### config.mk
export PLATFORM = sky130hd
export DESIGN_NAME = tff_stream_decoder_flat
export DESIGN_NICKNAME = d
export VERILOG_FILES = /design/src/rtl/tff_stream_decoder_if.sv /design/src/rtl/tff_stream_decoder.sv /design/src/flat_wrapper.sv
export SDC_FILE = /design/constraint.sdc
export NUM_CORES = 1
export LEC_CHECK = 0
export ABC_AREA = 1
export CAP_MARGIN = 10
export CELL_PAD_IN_SITES_DETAIL_PLACEMENT = 0
export CELL_PAD_IN_SITES_GLOBAL_PLACEMENT = 1
export CORE_UTILIZATION = 34
export CTS_CLUSTER_DIAMETER = 120
export DETAILED_ROUTE_END_ITERATION = 6
export GPL_TIMING_DRIVEN = 1
export PLACE_DENSITY_LB_ADDON = 0.25
export REMOVE_ABC_BUFFERS = 1
export SETUP_SLACK_MARGIN = 0.05
export SLEW_MARGIN = 20
export SYNTH_ARGS = -nofsm -noshare
export SYNTH_HDL_FRONTEND = slang
export SYNTH_SLANG_ARGS = --single-unit
### constraint.sdc
create_clock -name clk -period 1.8 [get_ports clk]
set_clock_uncertainty 0.15 [all_clocks]
set_input_delay 0.18 -clock clk [delete_from_list [all_inputs] [get_ports clk]]
set_output_delay 0.18 -clock clk [all_outputs]
set_load 0.01 [all_outputs]
### src/rtl/tff_stream_decoder_if.sv
// Output word stream of the toggle flip-flop link decoder.
// The decoder is the master (drives data/valid); the consumer is the slave (drives ready).
interface tff_stream_decoder_if #(
  parameter int W = 8
);
  logic [W-1:0] out_data;
  logic         out_valid;
  logic         out_ready;

  modport master (
    output out_data,
    output out_valid,
    input  out_ready
  );

  modport slave (
    input  out_data,
    input  out_valid,
    output out_ready
  );
endinterface

### src/rtl/tff_stream_decoder.sv
// Recovers the toggle stream T from samples of a toggle flip-flop's Q output.
// Each bit is T = Q(now) ^ Q(previous sample), and bits are packed LSB-first into W-bit words.
// The first valid sample after reset or resync only primes the previous-Q register.
// A completed word that cannot be handed over is dropped, and a sticky overflow flag records it.
module tff_stream_decoder #(
  parameter int W = 8
) (
  input  logic                 clk,
  input  logic                 rst,
  input  logic                 q_in,
  input  logic                 q_valid,
  input  logic                 resync,
  tff_stream_decoder_if.master out_if,
  output logic                 overflow,
  output logic [15:0]          toggle_cnt
);

  localparam int CW = $clog2(W);

  typedef enum logic {
    IDLE,
    RUN
  } state_t;

  state_t         state_q;
  logic           q_prev_q;
  logic [CW-1:0]  bit_cnt_q;
  logic [W-1:0]   sr_q;
  logic [W-1:0]   out_data_q;
  logic           out_valid_q;
  logic           overflow_q;
  logic [15:0]    toggle_cnt_q;

  logic           sample_run;
  logic           t_bit;
  logic           word_done;
  logic [W-1:0]   sr_d;

  // A sample becomes a bit only in RUN, and a resync in the same cycle discards it
  assign sample_run = q_valid && !resync && (state_q == RUN);
  assign t_bit      = q_in ^ q_prev_q;
  assign word_done  = sample_run && (bit_cnt_q == CW'(W - 1));

  // Shift register with the current bit inserted; on the last bit this is the finished word
  always_comb begin
    sr_d            = sr_q;
    sr_d[bit_cnt_q] = t_bit;
  end

  // Decoder FSM, bit assembly, toggle counter and output word buffer
  always_ff @(posedge clk) begin
    if (rst) begin
      state_q      <= IDLE;
      q_prev_q     <= 1'b0;
      bit_cnt_q    <= '0;
      sr_q         <= '0;
      out_data_q   <= '0;
      out_valid_q  <= 1'b0;
      overflow_q   <= 1'b0;
      toggle_cnt_q <= '0;
    end else begin
      if (resync) begin
        state_q   <= IDLE;
        bit_cnt_q <= '0;
        sr_q      <= '0;
      end else if (q_valid) begin
        q_prev_q <= q_in;
        if (state_q == IDLE) begin
          state_q <= RUN;
        end else begin
          sr_q      <= sr_d;
          bit_cnt_q <= word_done ? '0 : bit_cnt_q + CW'(1);
          if (t_bit && (toggle_cnt_q != 16'hFFFF)) begin
            toggle_cnt_q <= toggle_cnt_q + 16'd1;
          end
        end
      end

      if (word_done) begin
        if (!out_valid_q || out_if.out_ready) begin
          out_data_q  <= sr_d;
          out_valid_q <= 1'b1;
        end else begin
          overflow_q <= 1'b1;
        end
      end else if (out_valid_q && out_if.out_ready) begin
        out_valid_q <= 1'b0;
      end
    end
  end

  assign out_if.out_data  = out_data_q;
  assign out_if.out_valid = out_valid_q;
  assign overflow         = overflow_q;
  assign toggle_cnt       = toggle_cnt_q;

endmodule

### src/flat_wrapper.sv
// flat-port wrapper written by rule: the top's interface ports become plain ports
module tff_stream_decoder_flat 
#(
  parameter int W = 8
)
  (clk, rst, q_in, q_valid, resync, overflow, toggle_cnt, out_if_out_data, out_if_out_valid, out_if_out_ready);
  tff_stream_decoder_if #(.W(W)) out_if_i ();
  input  logic clk;
  input  logic rst;
  input  logic q_in;
  input  logic q_valid;
  input  logic resync;
  output logic overflow;
  output logic [15:0] toggle_cnt;
  output wire logic [$bits(out_if_i.out_data)-1:0] out_if_out_data;
  output wire logic [$bits(out_if_i.out_valid)-1:0] out_if_out_valid;
  input wire logic [$bits(out_if_i.out_ready)-1:0] out_if_out_ready;
  assign out_if_out_data = out_if_i.out_data;
  assign out_if_out_valid = out_if_i.out_valid;
  assign out_if_i.out_ready = out_if_out_ready;
  tff_stream_decoder #(.W(W)) u_core (.clk(clk), .rst(rst), .q_in(q_in), .q_valid(q_valid), .resync(resync), .out_if(out_if_i), .overflow(overflow), .toggle_cnt(toggle_cnt));
endmodule
==> results.yml <==
run_status:
  status: "finished clean"
die:
  floorplan.initialDensity_pct: 35.65
  dieHeight_um: 78.45
  fp-row-count: 27
  fp.dieW_um: 78.45
  dieArea_mm2: 0.006154
  coreArea_mm2: 0.005574
  num_io_pins: 32
grt:
  grt_pass1_wl_mm: 8.597
  grt_max_degree: 16
  grt_pass1_vias: 1895
  top_usage_layer: "met2"
  met3_usage_pct: 3.488
  grt_util_all_layers_pct: 18.05
  use_met1_pct: 20.55
  grt_overflow: 0
  grt_antenna_before_repair: 0
  grt.met2_usage_pct: 32.02
clock_network:
  cts_buffers: 5
  clk_path_buf_depth: 2
  cts_hold_buf: 0
  cts_tree: "built"
  numClockSinks: 39
  htree_levels: 2
  clkLatencyLatePin_ns: 0.29
  cts.clk_slew.worst_paths_ns: 0.07
  root_buffer: "clkbuf_8"
timing:
  max_freq_ghz: 0.5862
  tightest_slew_ns: 0.3162
  fin_setup_tns_ns: 0
  rsz0062_at_grt: "yes"
  setup_viol: 0
  slew_violations: 0
  max_slew_margin_pct: 78.70
  finalHoldViolations: 0
  period_minus_slack_ns: 1.706
  timing.final.ws_setup_ns: 0.09407
  fin_crit_sh_pct: 94.77
yosys:
  syn_area_per_cell_um2: 6.899
  netlist_instances: 288
  synth_seq_cells: 39
  synth.distinct_cells: 27
  yosys.area.top_type: "dfxtp_1"
  synth_seq_area_share_pct: 39.29
  synth_adder_area_share_pct: 1.889
  synth-simple-area-share_pct: 31.05
  synthTopCellsByArea: "dfxtp_1 39%, nand2_1 15%, nor2_1 6.8%"
  yosysWarnings: 0
  synth_top_area_share_pct: 39.29
  synthMuxAreaShare_pct: 0
  synth-compound-area-share_pct: 16.37
  syn_area_mm2: 0.001987
  synth_top_family_by_area: "simple AND/OR/NAND/NOR gates"
  synth_xor_area_share_pct: 3.463
worst_setup_path:
  worst_setup_path_end_kind: "primary output"
  rr_worst_depth: 8
  arrival_ns: 1.38
  rr_startpoint: "u_core.toggle_cnt[0]$_SDFFE_PP0P_"
  r2r_slack_ns: 0.15
  required_ns: 1.47
  r2r-end: "u_core.toggle_cnt[9]$_SDFFE_PP0P_"
  critPathMaxFanout: 4
  start_kind: "register"
  crit_path_top_delay_cell: "clkdlybuf4s50_1"
  worstSetupPathType: "reg2out"
  cp_cell_sequence: "buf_4, clkdlybuf4s50_1"
  max_stage_delay_ns: 0.52
finish:
  area_delta_synth_final_pct: 35.83
  layout-drive-gt1-share_pct: 16.57
  n_fill_cell: 595
  final_nets: 358
  final_cell_area_mm2: 0.002699
  diodes: 0
power:
  irDropWorstVdd_mv: 0.4431
  p_total_uw: 1624
  power_density_mw_per_mm2: 601.7
  p_leak_uw: 0.001066
placement:
  place_area_mm2: 0.002567
  portBuffers: 31
  gp_congestion: 0.7900
  preCtsSetupSlack_ns: -0.000004330
  dpl.hpwl_mm: 3.788
detailed_routing:
  vias: 1973
  drc: 0
  first_iter_violations: 57
  antenna_left: 0
  routed_via_density: 4.675
  drt-wirelength-per-cell_um: 11.77
  wl_mm: 4.967
  firstDrtPassIters: 4
min_path:
  hold_class: "reg2reg"
  worstHoldPathCells: 2
  hp-start: "u_core.out_if.out_data[1]$_SDFFE_PP0P_"
  hold_path_end: "u_core.out_if.out_data[1]$_SDFFE_PP0P_"
job:
  cap_violations: 0
==> critical path: cells and delay by family (launching register included) <==
kind / cells / cell delay, ns
flops: 1 / 0.41
buf+inv: 2 / 0.67
==> worst max path at each step <==
stage	start	to	slack, ns	depth (start not counted)
6_report	u_core.toggle_cnt[3]$_SDFFE_PP0P_	toggle_cnt[3]	0.09	2
3_5_place_dp	q_valid	u_core.toggle_cnt[6]$_SDFFE_PP0P_	-0.000004	9
4_1_cts	u_core.toggle_cnt[0]$_SDFFE_PP0P_	u_core.toggle_cnt[9]$_SDFFE_PP0P_	0.06	8
2_1_floorplan	u_core.toggle_cnt[0]$_SDFFE_PP0P_	u_core.toggle_cnt[14]$_SDFFE_PP0P_	-0.04	8
3_3_place_gp	q_valid	u_core.toggle_cnt[12]$_SDFFE_PP0P_	0.03	9
5_1_grt	u_core.toggle_cnt[3]$_SDFFE_PP0P_	toggle_cnt[3]	0.04	2
==> state kept, by name (all words and copies together) (netlist names) <==
register and flops:
u_core.bit_cnt_q 3, u_core.sr_q 8, u_core.overflow 1, u_core.toggle_cnt 16, u_core.out_if.out_valid 1, u_core.out_if.out_data 8, u_core.q_prev_q 1, u_core.state_q 1
==> logic make-up (layout without fill, tap and decap cells) <==
kind of cell / count (synthesis) / after routing
and+or+nand+nor: 145 / 145
AOI/OAI and AO/OA: 57 / 57
DFF: 39 / 39
buffers and inverters: 37 / 99
xor gates and xnor gates: 7 / 7
adders and majority gates: 3 / 3
==> through the flow <==
stage / hold WS [ns] / util, % / instances
after global routing: 0.3562 / 48.42 / 422
after floorplan: 0.09244 / - / 281
after detailed placement: 0.3081 / 46.06 / 414
after global placement: 0.3088 / 46.06 / 414
final: 0.3190 / 48.42 / 422
after CTS: 0.3228 / 47.86 / 422
==> repair_timing <==
| item | CTS | global route |
|---|---|---|
| gates resized for setup | 0 | 12 |
| endpoints found under the setup margin | 0 | 17 |
| buffers inserted | 0 | 0 |
==> area by class of cell <==
type,count,area [um^2],share of cell area (%)
multi-input cells,212,1064,39.41
flip-flops and latches,39,784.5,29.07
repair buffers,61,548.0,20.31
inverters,30,112.6,4.172
clock buffers,8,100.1,3.709
well taps,72,90.09,3.338
==> cells in the mapped netlist, drive strengths merged <==
cell / n
a211oi: 2
a21oi: 22
a311oi: 1
and2: 1
buf: 2
clkbuf: 5
dfxtp: 39
ha: 3
inv: 30
nand2: 82
nand3: 15
nand4: 5
nor2: 40
nor3: 2
o21ai: 24
o21bai: 8
xnor2: 5
xor2: 2
==> cells in the final DEF (no fill, tap or decap), types with 4 or more instances in the layout <==
cell / netlist / routed
clkbuf_8: 0 / 7
buf_4: 0 / 29
nand4_1: 5 / 5
clkdlybuf4s50_1: 0 / 31
nor2_2: 3 / 6
nor2_1: 36 / 33
nand3_1: 15 / 14
inv_1: 28 / 28
xnor2_1: 4 / 4
nand2_1: 80 / 80
a21oi_1: 19 / 19
dfxtp_1: 39 / 36
o21ai_0: 24 / 23
o21bai_1: 8 / 8
==> power breakdown <==
part	internal, uW	switching, uW	total, uW
clock	350	306	656
sequential	869	4.27	873
combinational	41.2	53.3	94.5
total	1260	364	1620
==> metal layers <==
metal | routed length, um | part of all wire (%) | vias to the layer above
met1 | 2300 | 46 | 882
met2 | 2431 | 49 | 29
met5 | 0 | 0 | -
met3 | 138 | 2.8 | 9
met4 | 98 | 2.0 | 0
li1 | - | - | 1053
Note: power is estimated with default switching activity, not from simulation.
